**src/rtl/sfifo_rr_ctrl_if.sv**
```systemverilog
// ---------------------------------------------------------------------------------------------
// sfifo_rr_ctrl_if: bundle of every non-clock signal around sfifo_rr_ctrl.
//   Producers : req_valid/req_data in, req_ready (one-hot grant) out
//   sfifo     : fifo_data_in/fifo_write_n/fifo_read_n out, fifo_data_out/fifo_counter in
//   Consumer  : drain_en/out_ready in, out_valid/out_data out
//   Status    : last_grant, err_ovf out
// The slave modport is the controller's view; master is the surrounding environment.
// ---------------------------------------------------------------------------------------------
interface sfifo_rr_ctrl_if #(
    parameter int unsigned NumReq = 4,
    parameter int unsigned Width  = 8,
    parameter int unsigned CntW   = 5,
    parameter int unsigned GntW   = (NumReq > 1) ? $clog2(NumReq) : 1
);
    logic [NumReq-1:0]       req_valid;
    logic [NumReq*Width-1:0] req_data;
    logic [NumReq-1:0]       req_ready;
    logic [Width-1:0]        fifo_data_in;
    logic                    fifo_write_n;
    logic                    fifo_read_n;
    logic [Width-1:0]        fifo_data_out;
    logic [CntW-1:0]         fifo_counter;
    logic                    drain_en;
    logic                    out_valid;
    logic [Width-1:0]        out_data;
    logic                    out_ready;
    logic [GntW-1:0]         last_grant;
    logic                    err_ovf;

    modport slave (
        input  req_valid, req_data, fifo_data_out, fifo_counter, drain_en, out_ready,
        output req_ready, fifo_data_in, fifo_write_n, fifo_read_n, out_valid, out_data,
               last_grant, err_ovf
    );

    modport master (
        output req_valid, req_data, fifo_data_out, fifo_counter, drain_en, out_ready,
        input  req_ready, fifo_data_in, fifo_write_n, fifo_read_n, out_valid, out_data,
               last_grant, err_ovf
    );
endinterface

```
**src/rtl/sfifo_rr_ctrl.sv**
```systemverilog
// ---------------------------------------------------------------------------------------------
// sfifo_rr_ctrl: sequencer/arbiter sitting beside one sfifo.
//   - Round-robin arbitration of NumReq producers onto the sfifo write port.
//   - Three-stage read pipeline (issue, sfifo access, capture) feeding a 4-entry output queue
//     presented to one consumer on a valid/ready interface.
//   - All sfifo inputs are driven from registers.
// Ports:
//   clock    rising-edge clock
//   reset_n  asynchronous active-low reset (shared with the sfifo)
//   bus_io   slave view of sfifo_rr_ctrl_if (producer, sfifo, consumer and status signals)
// ---------------------------------------------------------------------------------------------
module sfifo_rr_ctrl #(
    parameter int unsigned NumReq  = 4,
    parameter int unsigned Width   = 8,
    parameter int unsigned Depth   = 16,
    parameter int unsigned CntW    = 5,
    parameter int unsigned OqDepth = 4
) (
    input logic            clock,
    input logic            reset_n,
    sfifo_rr_ctrl_if.slave bus_io
);
    localparam int unsigned GntW  = (NumReq > 1) ? $clog2(NumReq) : 1;
    localparam int unsigned AccW  = CntW + 1;
    localparam int unsigned QPtrW = $clog2(OqDepth);
    localparam int unsigned QCntW = QPtrW + 1;
    localparam int unsigned QLvlW = QCntW + 1;

    // Write path state
    logic             write_n_q, write_n_d;
    logic [Width-1:0] data_in_q, data_in_d;
    logic [GntW-1:0]  last_grant_q, last_grant_d;
    logic             err_ovf_q, err_ovf_d;

    // Read path state
    logic             read_n_q, read_n_d;   // stage 1: read strobe to the sfifo
    logic             cap_q, cap_d;         // stage 2: sfifo data_out valid this cycle
    logic [Width-1:0] oq_mem_q [OqDepth];
    logic [QPtrW-1:0] oq_wr_ptr_q, oq_rd_ptr_q;
    logic [QCntW-1:0] oq_cnt_q, oq_cnt_d;

    // Arbitration
    logic [NumReq-1:0] gnt_oh;
    logic [GntW-1:0]   gnt_idx;
    logic [Width-1:0]  gnt_data;
    logic              gnt_found;
    logic [NumReq-1:0] req_ready;
    logic              transfer;

    logic [AccW-1:0]  cnt_w;
    logic [AccW-1:0]  wr_level;
    logic             wr_room;
    logic             rd_avail;
    logic [QLvlW-1:0] oq_level;
    logic             oq_space;
    logic             rd_issue;
    logic             oq_push;
    logic             oq_pop;
    logic             out_valid;

    // Occupancy as seen by each port: a registered write not yet counted uses up room, a
    // registered read not yet counted uses up an available word.
    always_comb begin
        cnt_w    = AccW'(bus_io.fifo_counter);
        wr_level = cnt_w + AccW'(!write_n_q);
        wr_room  = wr_level < AccW'(Depth);
        rd_avail = cnt_w > AccW'(!read_n_q);
        oq_level = QLvlW'(oq_cnt_q) + QLvlW'(!read_n_q) + QLvlW'(cap_q);
        oq_space = oq_level < QLvlW'(OqDepth);
        rd_issue = bus_io.drain_en & rd_avail & oq_space;
    end

    // Search upward from last_grant+1 (mod NumReq) for the first valid requester.
    always_comb begin
        int unsigned idx;
        gnt_oh    = '0;
        gnt_idx   = '0;
        gnt_data  = '0;
        gnt_found = 1'b0;
        idx       = 0;
        for (int unsigned k = 1; k <= NumReq; k++) begin
            idx = (32'(last_grant_q) + k) % NumReq;
            if (!gnt_found && bus_io.req_valid[idx]) begin
                gnt_found   = 1'b1;
                gnt_idx     = GntW'(idx);
                gnt_oh[idx] = 1'b1;
                gnt_data    = bus_io.req_data[idx*Width +: Width];
            end
        end
    end

    // Grants are suppressed while reset is held so the bus shows its reset state at once.
    assign req_ready = (reset_n && wr_room) ? gnt_oh : '0;
    assign transfer  = |(bus_io.req_valid & req_ready);

    always_comb begin
        write_n_d    = 1'b1;
        data_in_d    = data_in_q;
        last_grant_d = last_grant_q;
        if (transfer) begin
            write_n_d    = 1'b0;
            data_in_d    = gnt_data;
            last_grant_d = gnt_idx;
        end
        err_ovf_d = err_ovf_q | (!write_n_q && (bus_io.fifo_counter == CntW'(Depth)));
    end

    assign out_valid = (oq_cnt_q != '0);
    assign oq_push   = cap_q;
    assign oq_pop    = out_valid & bus_io.out_ready;

    always_comb begin
        read_n_d = !rd_issue;
        cap_d    = !read_n_q;
        oq_cnt_d = oq_cnt_q;
        if (oq_push && !oq_pop) begin
            oq_cnt_d = oq_cnt_q + QCntW'(1);
        end else if (!oq_push && oq_pop) begin
            oq_cnt_d = oq_cnt_q - QCntW'(1);
        end
    end

    always_ff @(posedge clock or negedge reset_n) begin
        if (!reset_n) begin
            write_n_q    <= 1'b1;
            data_in_q    <= '0;
            last_grant_q <= GntW'(NumReq - 1);
            err_ovf_q    <= 1'b0;
            read_n_q     <= 1'b1;
            cap_q        <= 1'b0;
            oq_wr_ptr_q  <= '0;
            oq_rd_ptr_q  <= '0;
            oq_cnt_q     <= '0;
            for (int i = 0; i < int'(OqDepth); i++) begin
                oq_mem_q[i] <= '0;
            end
        end else begin
            write_n_q    <= write_n_d;
            data_in_q    <= data_in_d;
            last_grant_q <= last_grant_d;
            err_ovf_q    <= err_ovf_d;
            read_n_q     <= read_n_d;
            cap_q        <= cap_d;
            oq_cnt_q     <= oq_cnt_d;
            if (oq_push) begin
                oq_mem_q[oq_wr_ptr_q] <= bus_io.fifo_data_out;
                oq_wr_ptr_q           <= oq_wr_ptr_q + QPtrW'(1);
            end
            if (oq_pop) begin
                oq_rd_ptr_q <= oq_rd_ptr_q + QPtrW'(1);
            end
        end
    end

    assign bus_io.req_ready    = req_ready;
    assign bus_io.fifo_data_in = data_in_q;
    assign bus_io.fifo_write_n = write_n_q;
    assign bus_io.fifo_read_n  = read_n_q;
    assign bus_io.out_valid    = out_valid;
    assign bus_io.out_data     = oq_mem_q[oq_rd_ptr_q];
    assign bus_io.last_grant   = last_grant_q;
    assign bus_io.err_ovf      = err_ovf_q;
endmodule

```
**src/flat_wrapper.sv**
```systemverilog
// flat-port wrapper written by rule: the top's interface ports become plain ports
module sfifo_rr_ctrl_flat 
#(
    parameter int unsigned NumReq  = 4,
    parameter int unsigned Width   = 8,
    parameter int unsigned Depth   = 16,
    parameter int unsigned CntW    = 5,
    parameter int unsigned OqDepth = 4
)
  (clock, reset_n, bus_io_req_valid, bus_io_req_data, bus_io_fifo_data_out, bus_io_fifo_counter, bus_io_drain_en, bus_io_out_ready, bus_io_req_ready, bus_io_fifo_data_in, bus_io_fifo_write_n, bus_io_fifo_read_n, bus_io_out_valid, bus_io_out_data, bus_io_last_grant, bus_io_err_ovf);
  sfifo_rr_ctrl_if #(.NumReq(NumReq), .Width(Width), .CntW(CntW)) bus_io_i ();
  input logic clock;
  input logic reset_n;
  input wire logic [$bits(bus_io_i.req_valid)-1:0] bus_io_req_valid;
  input wire logic [$bits(bus_io_i.req_data)-1:0] bus_io_req_data;
  input wire logic [$bits(bus_io_i.fifo_data_out)-1:0] bus_io_fifo_data_out;
  input wire logic [$bits(bus_io_i.fifo_counter)-1:0] bus_io_fifo_counter;
  input wire logic [$bits(bus_io_i.drain_en)-1:0] bus_io_drain_en;
  input wire logic [$bits(bus_io_i.out_ready)-1:0] bus_io_out_ready;
  output wire logic [$bits(bus_io_i.req_ready)-1:0] bus_io_req_ready;
  output wire logic [$bits(bus_io_i.fifo_data_in)-1:0] bus_io_fifo_data_in;
  output wire logic [$bits(bus_io_i.fifo_write_n)-1:0] bus_io_fifo_write_n;
  output wire logic [$bits(bus_io_i.fifo_read_n)-1:0] bus_io_fifo_read_n;
  output wire logic [$bits(bus_io_i.out_valid)-1:0] bus_io_out_valid;
  output wire logic [$bits(bus_io_i.out_data)-1:0] bus_io_out_data;
  output wire logic [$bits(bus_io_i.last_grant)-1:0] bus_io_last_grant;
  output wire logic [$bits(bus_io_i.err_ovf)-1:0] bus_io_err_ovf;
  assign bus_io_i.req_valid = bus_io_req_valid;
  assign bus_io_i.req_data = bus_io_req_data;
  assign bus_io_i.fifo_data_out = bus_io_fifo_data_out;
  assign bus_io_i.fifo_counter = bus_io_fifo_counter;
  assign bus_io_i.drain_en = bus_io_drain_en;
  assign bus_io_i.out_ready = bus_io_out_ready;
  assign bus_io_req_ready = bus_io_i.req_ready;
  assign bus_io_fifo_data_in = bus_io_i.fifo_data_in;
  assign bus_io_fifo_write_n = bus_io_i.fifo_write_n;
  assign bus_io_fifo_read_n = bus_io_i.fifo_read_n;
  assign bus_io_out_valid = bus_io_i.out_valid;
  assign bus_io_out_data = bus_io_i.out_data;
  assign bus_io_last_grant = bus_io_i.last_grant;
  assign bus_io_err_ovf = bus_io_i.err_ovf;
  sfifo_rr_ctrl #(.NumReq(NumReq), .Width(Width), .Depth(Depth), .CntW(CntW), .OqDepth(OqDepth)) u_core (.clock(clock), .reset_n(reset_n), .bus_io(bus_io_i));
endmodule
```
**config.mk**
```make
export PLATFORM = sky130hd
export DESIGN_NAME = sfifo_rr_ctrl_flat
export DESIGN_NICKNAME = d
export VERILOG_FILES = /design/src/rtl/sfifo_rr_ctrl_if.sv /design/src/rtl/sfifo_rr_ctrl.sv /design/src/flat_wrapper.sv
export SDC_FILE = /design/constraint.sdc
export NUM_CORES = 1
export LEC_CHECK = 0
export CAP_MARGIN = 5
export CORE_MARGIN = 3
export CORE_UTILIZATION = 35
export CTS_CLUSTER_DIAMETER = 60
export CTS_CLUSTER_SIZE = 28
export DETAILED_ROUTE_END_ITERATION = 8
export SYNTH_ARGS = -nofsm -noshare
export SYNTH_HDL_FRONTEND = slang
export SYNTH_SLANG_ARGS = --single-unit
export TNS_END_PERCENT = 5
```
**constraint.sdc**
```tcl
create_clock -name clock -period 4.6 [get_ports clock]
set_input_delay 1.15 -clock clock [delete_from_list [all_inputs] [get_ports clock]]
set_output_delay 1.15 -clock clock [all_outputs]
set_load 0.02 [all_outputs]
```
==> impl_metrics.py <==
metrics = {
    "outcome": {
        "status": "finished, final reports clean",
    },
    "die": {
        "initial_core_util_pct": 36.4,
        "ios": 79,
        "core_area_mm2": 0.0110,
        "die_width_um": 113,
        "dieArea_mm2": 0.0127,
        "die_height_um": 113,
        "fp-row-count": 38,
    },
    "worst_setup_path": {
        "slowest_stage": "mux4_2",
        "critPathLaunchType": "input port",
        "critPathMostFrequentCell": "a21oi_1",
        "cp-startpoint": "bus_io_req_valid[3]",
        "reg2reg_slack_ns": 1.30,
        "cp.required_ns": 3.45,
        "worstSetupEndpointType": "output port",
        "cpPeakStageDelay_ns": 0.60,
        "crit_fanout": 7,
        "path_cells": "clkdlybuf4s50_1 > mux4_2 > a31oi_1 > o211a_1 > a21oi_1 > a21oi_1 > nor2_1 > dlygate4sd2_1",
        "r2r-end": "u_core.bus_io.fifo_data_in[5]",
        "cp-endpoint": "bus_io_req_ready[1]",
        "reg2reg_depth": 8,
        "path_class": "input port to output port",
        "cp_data_arrival_time_ns": 3.16,
        "r2r-start": "u_core.bus_io.last_grant[0]",
    },
    "power": {
        "p_leak_uw": 0.00206,
        "sw_frac_of_total_pct": 38.0,
        "ir_worst_vdd_mv": 0.385,
        "power_uw": 3720,
        "clock_power_share_pct": 11.0,
        "internal-power_uw": 2300,
        "combPwrFrac_pct": 65.0,
        "p_sw_uw": 1410,
        "pwr_density_cell_mw_per_mm2": 726,
        "p_seq_share_pct": 24.0,
    },
    "timing": {
        "slew_headroom_pct": 50.6,
        "worst_pin_slew_ns": 0.740,
        "final-setup-viol-count": 0,
        "final.period_utilization_pct": 93.8,
        "slew_violations": 0,
        "fin_hold_ws_ns": 0.479,
        "finClkSkew_ns": 0.00323,
        "period_minus_slack_ns": 4.31,
        "rsz0062_at_grt": "false",
        "tns_ns": 0,
        "fmax_ghz": 0.232,
        "hold_violations": 0,
    },
    "synthesis": {
        "ys.flop_type": "dfrtp_1",
        "synthTopCellsByArea": "dfrtp_1 (31%), mux4_2 (24%), mux2_2 (10%), ha_1 (4.7%), mux2_4 (3.0%)",
        "synthCells": 298,
        "netlist_area_mm2": 0.00400,
        "yosys.area.top_type": "dfrtp_1",
        "synth_cell_types": 48,
        "yosys_warnings": 0,
        "synth_commonest_cells": "dfrtp_1 (49), mux4_2 (42), mux2_2 (37), ha_1 (15), nor2_1 (14)",
        "yosysMostFrequentCell": "dfrtp_1",
        "yosysSeqAreaShare_pct": 33.3,
        "synth-edff-count": 0,
        "yosysTopAreaCellShare_pct": 30.7,
        "synthArstFlopShare_pct": 100,
        "synth_area_per_cell_um2": 13.4,
        "syn_nets": 367,
        "ys_ff_latch": 53,
    },
    "clock_network": {
        "clock-root-buffer": "clkbuf_16",
        "cts.sinks": 53,
        "clkTransAtPathRegs_ns": 0.06,
        "cts-buffers-inserted": 5,
        "insertion_delay_ns": 0.28,
        "cts_setup_buffers": 0,
        "cts_buffer_depth": 2,
        "cts_tree": "yes",
        "cts_max_level": 2,
    },
    "global_route": {
        "grt_pass1_wl_um": 14800,
        "grt_antenna_before_repair": 0,
        "track_usage_pct": 14.1,
        "grt_pass1_vias": 2923,
        "overflow": 0,
        "grt_max_degree": 54,
    },
    "detailed_routing": {
        "viasPerCell": 5.50,
        "dr.pass1.iters": 4,
        "drtIter0Drc": 101,
        "drc": 0,
        "wire_per_inst_um": 17.1,
        "postRouteAntennaNets": 0,
        "wl_um": 8860,
        "vias": 2848,
    },
    "layout": {
        "syn_to_final_growth_pct": 28.0,
        "antennaDiodeCount": 0,
        "layout-drive-gt1-share_pct": 33.9,
        "final_util_pct": 46.6,
        "nets": 447,
    },
    "hold_path": {
        "holdCritPathClass": "flip-flop to flip-flop",
    },
    "placed_design": {
        "routabilityCongestion": 0.829,
        "io_buffers": 78,
        "hpwl_um": 6450,
    },
    "flow_run": {
        "max_cap_violations": 0,
    },
}
-- worst max-delay path, delay by kind of cell --
family          cells  cell delay [ns]
simple gates        1             0.05
mux                 1             0.60
buf+inv             2             0.82
compound gates      4             0.53
-- logic make-up (layout without fill, tap and decap cells) --
group | Yosys count | count (layout) | synth area share (%)
multiplexers | 88 | 88 | 37.7
AO/OA/AOI/OAI | 55 | 55 | 12.1
flip-flops | 53 | 53 | 33.3
AND/OR/NAND/NOR | 44 | 44 | 5.79
buffers and inverters | 35 | 115 | 4.35
adder cells (fa/ha/maj) | 16 | 16 | 5.20
XOR/XNOR | 7 | 7 | 1.53
-- layout make-up --
cell class,count,area [um^2]
clock buffer,5,125
clock inverter,2,35.0
sequential,53,1330
multi-input combinational,210,2490
fill,1006,5870
timing repair buffer,95,908
inverter,13,48.8
tap,140,175
-- how the worst min path moves through the flow --
stage / cells past startpoint / startpoint / end
2_1_floorplan: 1 / u_core.oq_cnt_q[2] / u_core.oq_cnt_q[2]
3_3_place_gp: 1 / u_core.bus_io.err_ovf / u_core.bus_io.err_ovf
3_5_place_dp: 1 / u_core.bus_io.err_ovf / u_core.bus_io.err_ovf
4_1_cts: 1 / u_core.bus_io.err_ovf / u_core.bus_io.err_ovf
5_1_grt: 1 / u_core.bus_io.fifo_read_n / u_core.cap_q
6_report: 1 / u_core.bus_io.fifo_read_n / u_core.cap_q
-- metrics by stage --
| stage | instance area, um^2 | std cells | worst slack [ns] |
|---|---|---|---|
| after floorplan | 4000 | 298 | 0.581 |
| after global placement | 4950 | 511 | 0.0266 |
| after detailed placement | 4950 | 511 | -0.0462 |
| after CTS | 5110 | 518 | 0.00612 |
| after global routing | 5120 | 518 | 0.171 |
| final | 5120 | 518 | 0.287 |
-- registers in the layout, indices dropped and copies added, names as in the netlist --
name,flops
u_core.oq_cnt_q,3
u_core.bus_io.err_ovf,1
u_core.oq_mem_q,32
u_core.bus_io.last_grant,2
u_core.bus_io.fifo_data_in,8
u_core.oq_rd_ptr_q,2
u_core.bus_io.fifo_read_n,1
u_core.bus_io.fifo_write_n,1
u_core.oq_wr_ptr_q,2
u_core.cap_q,1
-- cells in the final DEF (no fill, tap or decap), types with 8 or more instances in the layout --
| cell type | n |
|---|---|
| clkdlybuf4s50_1 | 72 |
| dfrtp_1 | 49 |
| mux4_2 | 42 |
| mux2_2 | 37 |
| buf_4 | 17 |
| ha_1 | 15 |
| nor2_1 | 14 |
| inv_1 | 12 |
| a22oi_1 | 12 |
| nand2_1 | 9 |
| a21oi_1 | 9 |
| a221o_1 | 8 |
| mux2_4 | 8 |
-- power by group through the flow --
stage	sequential (uW)	combinational, uW	clock (uW)
after global placement	895	2410	0
after CTS	900	2440	424
after floorplan	900	1770	0
final	893	2420	409
after global routing	932	2620	439
after detailed placement	907	2440	0
-- routing by layer --
metal	wire, um	global-route usage [%]	vias up	share of wire (%)
li1	-	-	1329	-
met1	3930	19.4	1431	44
met2	4440	23.7	86	50
met3	462	2.62	2	5.2
met4	29	2.16	0	0.33
met5	0	0	-	0
-- repair_timing --
item,4_1_cts,5_1_grt
setup endpoints to repair,4,2
gates resized for setup,3,3
endpoints found under the hold margin,0,0
hold buffers,0,0
No activity file was read; power rests on OpenSTA's default activity.
==> RTL edit 1, RTL diff (same flow settings) <==
`Width` is set to 8 in 3 places; all go to 12.
--- a/src/rtl/sfifo_rr_ctrl_if.sv
+++ b/src/rtl/sfifo_rr_ctrl_if.sv
@@ -10,3 +10,3 @@
     parameter int unsigned NumReq = 4,
-    parameter int unsigned Width  = 8,
+    parameter int unsigned Width  = 12,
     parameter int unsigned CntW   = 5,
--- a/src/rtl/sfifo_rr_ctrl.sv
+++ b/src/rtl/sfifo_rr_ctrl.sv
@@ -13,3 +13,3 @@
     parameter int unsigned NumReq  = 4,
-    parameter int unsigned Width   = 8,
+    parameter int unsigned Width   = 12,
     parameter int unsigned Depth   = 16,
--- a/src/flat_wrapper.sv
+++ b/src/flat_wrapper.sv
@@ -4,3 +4,3 @@
     parameter int unsigned NumReq  = 4,
-    parameter int unsigned Width   = 8,
+    parameter int unsigned Width   = 12,
     parameter int unsigned Depth   = 16,
Ports: changed (resized bus_io_fifo_data_in, bus_io_fifo_data_out, bus_io_out_data and bus_io_req_data); port bits go from 79 to 107. No check against the original RTL was run, so the function may have changed too.
==> RTL edit 1 against the original RTL <==
Worst setup slack got worse by 170 ps; fmax decreased by 3.7%; clock skew increased by 4.0 ps; non-clock buffer count increased by 29; total power increased by 37%; cell area increased by 32%; global-route usage increased by 1.3 points; synthesized area increased by 29%; sequential cell count increased by 20; routed wire length increased by 36%.
==> RTL edit 1: results (changes against the original RTL) <==
Inverters 26 (was 13); reg2reg end u_core.bus_io.fifo_data_in[0] (was u_core.bus_io.fifo_data_in[5]); Worst-Margin Slew 924.9 ps (was 740.5 ps); post_cts resized 5 (was 3); Layout Nets 574 (was 447); status finished, final reports clean (unchanged); leak pwr 2.658 nW (was 2.058 nW); DIE AREA 16,220 sq um (was 12,740 sq um); clock skew 7.179 ps (was 3.228 ps); Synth Register Bits 73 (was 53); HPWL after DPL 8645 microns (was 6448 microns); DRT iter0 DRCs 185 (was 101); Place WS -220.4 ps (was -46.17 ps); met1 usage 21.13% (was 19.43%); largest cells by area after synthesis dfrtp_1 34%, mux4_2 28%, mux2_2 11% (was dfrtp_1 31%, mux4_2 24%, mux2_2 10%); Clock Latency Late Sink 330 ps (was 280 ps); library cells used by synthesis 50 (was 48); worst setup path start bus_io_req_valid[2] (was bus_io_req_valid[3]); clock-cell share of area 4.857% (was 3.130%); Internal 3.144 mW (was 2.304 mW); Syn Nets 470 (was 367); Adder-Cell Fraction of Synth Area 4.030% (was 5.196%); Signal buffers 124 (was 95); DP Area 6419 sq um (was 4951 sq um); first-pass GRT wire length 20,100 microns (was 14,760 microns); Largest register FFs 48 (was 32); grt met2 use 24.84% (was 23.66%); r2r setup slk 1480 ps (was 1300 ps); Post-synth top cells 69 x dfrtp_1, 63 x mux4_2, 49 x mux2_2 (was 49 x dfrtp_1, 42 x mux4_2, 37 x mux2_2); R2R depth 7 (was 8); vias in the first global route 3,901 (was 2,923); CP max stage cell clkdlybuf4s50_1 (was mux4_2); Non-clock buffering overhead 17.61% (was 17.75%); # fillers 1,257 (was 1,006); register area share after synthesis 35.54% (was 33.30%); WL final 12,050 microns (was 8862 microns); mux cell area share after synthesis 40.96% (was 37.75%); area share of the largest cell type after synthesis 33.50% (was 30.67%); VDD IR max 0.0003916 V (was 0.0003852 V); multi-input logic area 3074 sq um (was 2494 sq um); H-Tree Depth 3 (was 2)
RTL edit 1: metal layers:
layer	part of all wire, %	routed length [microns]
met5	0	0
met3	6.9	834
met2	50	5968
met4	0.52	63
met1	43	5185
RTL edit 1: power by group through the flow:
stage | logic (mW) | clock network [mW] | registers [mW]
6_report | 3.07 | 0.765 | 1.24
5_1_grt | 3.35 | 0.816 | 1.29
4_1_cts | 3.11 | 0.787 | 1.25
3_5_place_dp | 3.11 | 0 | 1.25
3_3_place_gp | 3.04 | 0 | 1.23
2_1_floorplan | 2.20 | 0 | 1.23
RTL edit 1: per-stage QoR:
step                cells  util (%)  hold WS [ps]  power [mW]
floorplan             381         -         446.3       3.428
global placement      654     45.36         464.6       4.271
detailed placement    654     45.36         463.4       4.359
CTS                   670     47.65         477.6       5.140
global route          670     47.70         485.1       5.459
finish                670     47.70         473.1       5.075
RTL edit 1: cells by family after synthesis:
kind of cell    count (synthesis)
buf+inv                        57
fa+ha+maj                      16
compound gates                 60
simple gates                   43
xor+xnor                        6
flops                          73
mux                           126
==> RTL edit 2, RTL diff (config.mk and constraints unchanged) <==
Without the edit above. Take the reset off `data_in_q` and load it in a clocked block of its own.
--- a/src/rtl/sfifo_rr_ctrl.sv
+++ b/src/rtl/sfifo_rr_ctrl.sv
@@ -125,3 +125,2 @@
             write_n_q    <= 1'b1;
-            data_in_q    <= '0;
             last_grant_q <= GntW'(NumReq - 1);
@@ -138,3 +137,2 @@
             write_n_q    <= write_n_d;
-            data_in_q    <= data_in_d;
             last_grant_q <= last_grant_d;
@@ -154,2 +152,6 @@
 
+    always_ff @(posedge clock) begin
+        data_in_q <= data_in_d;
+    end
+
     assign bus_io.req_ready    = req_ready;
Check against the original RTL: differs if reset_n is asserted again (counterexample within 4 cycles, from zero or initial values and one cycle with reset_n low); with reset_n held inactive, the same outputs for 4 cycles.
==> RTL edit 2 against the original RTL <==
Synthesized cell count fell by 7.0%; worst setup slack got worse by 390 ps; the run now ends with negative setup slack left; synthesized area fell by 6.6%; cell area fell by 4.8%; sequential cell count did not move; total power fell by 16%; largest power group unchanged; routed wire length fell by 3.2%; fmax fell by 8.3%; via count fell by 1.5%.
==> RTL edit 2: results (changes against the original RTL) <==
CP max stage cell mux4_2 (unchanged); met1 wire length 3595 microns (was 3925 microns); initial antenna violation count 0 (unchanged); Syn Nets 346 (was 367); layout cells sized above 1 31.71% (was 33.86%); asr flop ratio synth 84.91% (was 100.0%); Clock Latency Late Sink 310 ps (was 280 ps); Setup WS post-layout -105.2 ps (was 287.4 ps); largest cells by area after synthesis dfrtp_1 27%, mux4_2 26%, mux2_2 10% (was dfrtp_1 31%, mux4_2 24%, mux2_2 10%); DRT iter0 DRCs 114 (was 101); met1 usage 19.14% (was 19.43%); Port Buffers 78 (unchanged); leak pwr 1.886 nW (was 2.058 nW); library cells used by synthesis 51 (was 48); grt met2 use 25.61% (was 23.66%); pin count of the biggest net entering global routing 46 (was 54); Slew headroom 53.24% (was 50.63%); Inst Count DP 497 (was 511); Layout Nets 437 (was 447); CTS max path bufs 2 (unchanged); violated checks negative setup slack; status finished, violations left (was finished, final reports clean); critical path's largest stage delay 620 ps (was 600 ps); register area share after synthesis 36.73% (was 33.30%); VDD IR max 0.0004598 V (was 0.0003852 V); vias in the first global route 2,957 (was 2,923); CP Max Fanout 8 (was 7); Post-synth EDFFs 8 (was 0); # fillers 934 (was 1,006); HP Class flop to flop (unchanged); Routed WL per cell 16.99 microns (was 17.11 microns); vias per cell 5.554 (was 5.498); clock skew 9.885 ps (was 3.228 ps); Clock Pin Slew Worst Setup and Hold Paths 90 ps (was 60 ps); first-pass GRT wire length 14,150 microns (was 14,760 microns); Critical Path AT 3560 ps (was 3160 ps); post_cts resized 2 (was 3); GPL Wtd Cong 0.8874 (was 0.8291); HPWL after DPL 6311 microns (was 6448 microns); setup_tns -105.2 ps (was 0 ps); met3 usage 3.908% (was 2.620%); DP Area 4770 sq um (was 4951 sq um); WL final 8579 microns (was 8862 microns); Post-synth top cells 43 x mux4_2, 41 x dfrtp_1, 33 x mux2_2 (was 49 x dfrtp_1, 42 x mux4_2, 37 x mux2_2); CTS root buf clkbuf_8 (was clkbuf_16); met2 WL 4252 microns (was 4444 microns); WL met3 641 microns (was 462 microns); total global-route track usage 14.96% (was 14.06%); setup violators final 1 (was 0); mean post-synth cell area 13.48 sq um (was 13.41 sq um)
-- RTL edit 2: cell families after synthesis --
family / count (synthesis) / share of synthesized area, %
muxes: 77 / 36.16
AOI/OAI and AO/OA: 53 / 9.853
DFF: 53 / 36.73
and+or+nand+nor: 41 / 6.334
buffers and inverters: 30 / 3.720
adders and majority gates: 16 / 5.563
xor gates and xnor gates: 7 / 1.642
-- RTL edit 2: metrics by stage --
step	setup slack (ps)	hold slack (ps)
after floorplan	139.7	446.3
after global placement	-45.09	468.0
after detailed placement	-44.46	468.2
after CTS	-46.51	490.1
after global routing	-174.4	498.9
final	-105.2	487.8
-- RTL edit 2: path summary, 6_finish.rpt --
check / start / endpoint / slack, ps / depth (start not counted)
worst max-delay path: bus_io_req_valid[1] / bus_io_req_ready[0] / -110 / 6
worst min-delay path: u_core.bus_io.fifo_read_n / u_core.cap_q / 490 / 1
worst max register to register: u_core.bus_io.last_grant[0] / u_core.bus_io.fifo_data_in[2] / 980 / 9
worst min register to register: u_core.bus_io.fifo_read_n / u_core.cap_q / 490 / 1
max in group asynchronous: reset_n / u_core.bus_io.fifo_read_n / 3260 / 2
min in group asynchronous: reset_n / u_core.oq_mem_q[10] / 960 / 2
-- RTL edit 2: area by class of cell --
cell class	count	area, sq um	area share (%)
repair buffers	103	963.4	19.78
flip-flops and latches	53	1371	28.16
inverters	11	41.29	0.8479
clock inverters	3	22.52	0.4625
well taps	136	170.2	3.494
clock buffers	5	68.82	1.413
multi-input cells	194	2232	45.84
-- RTL edit 2: report_power, final --
part	leakage (nW)	switching (mW)	internal, mW	total [mW]
Clock	0.0481	0.156	0.108	0.264
Combinational	1.24	0.862	1.07	1.94
Sequential	0.597	0.175	0.732	0.906
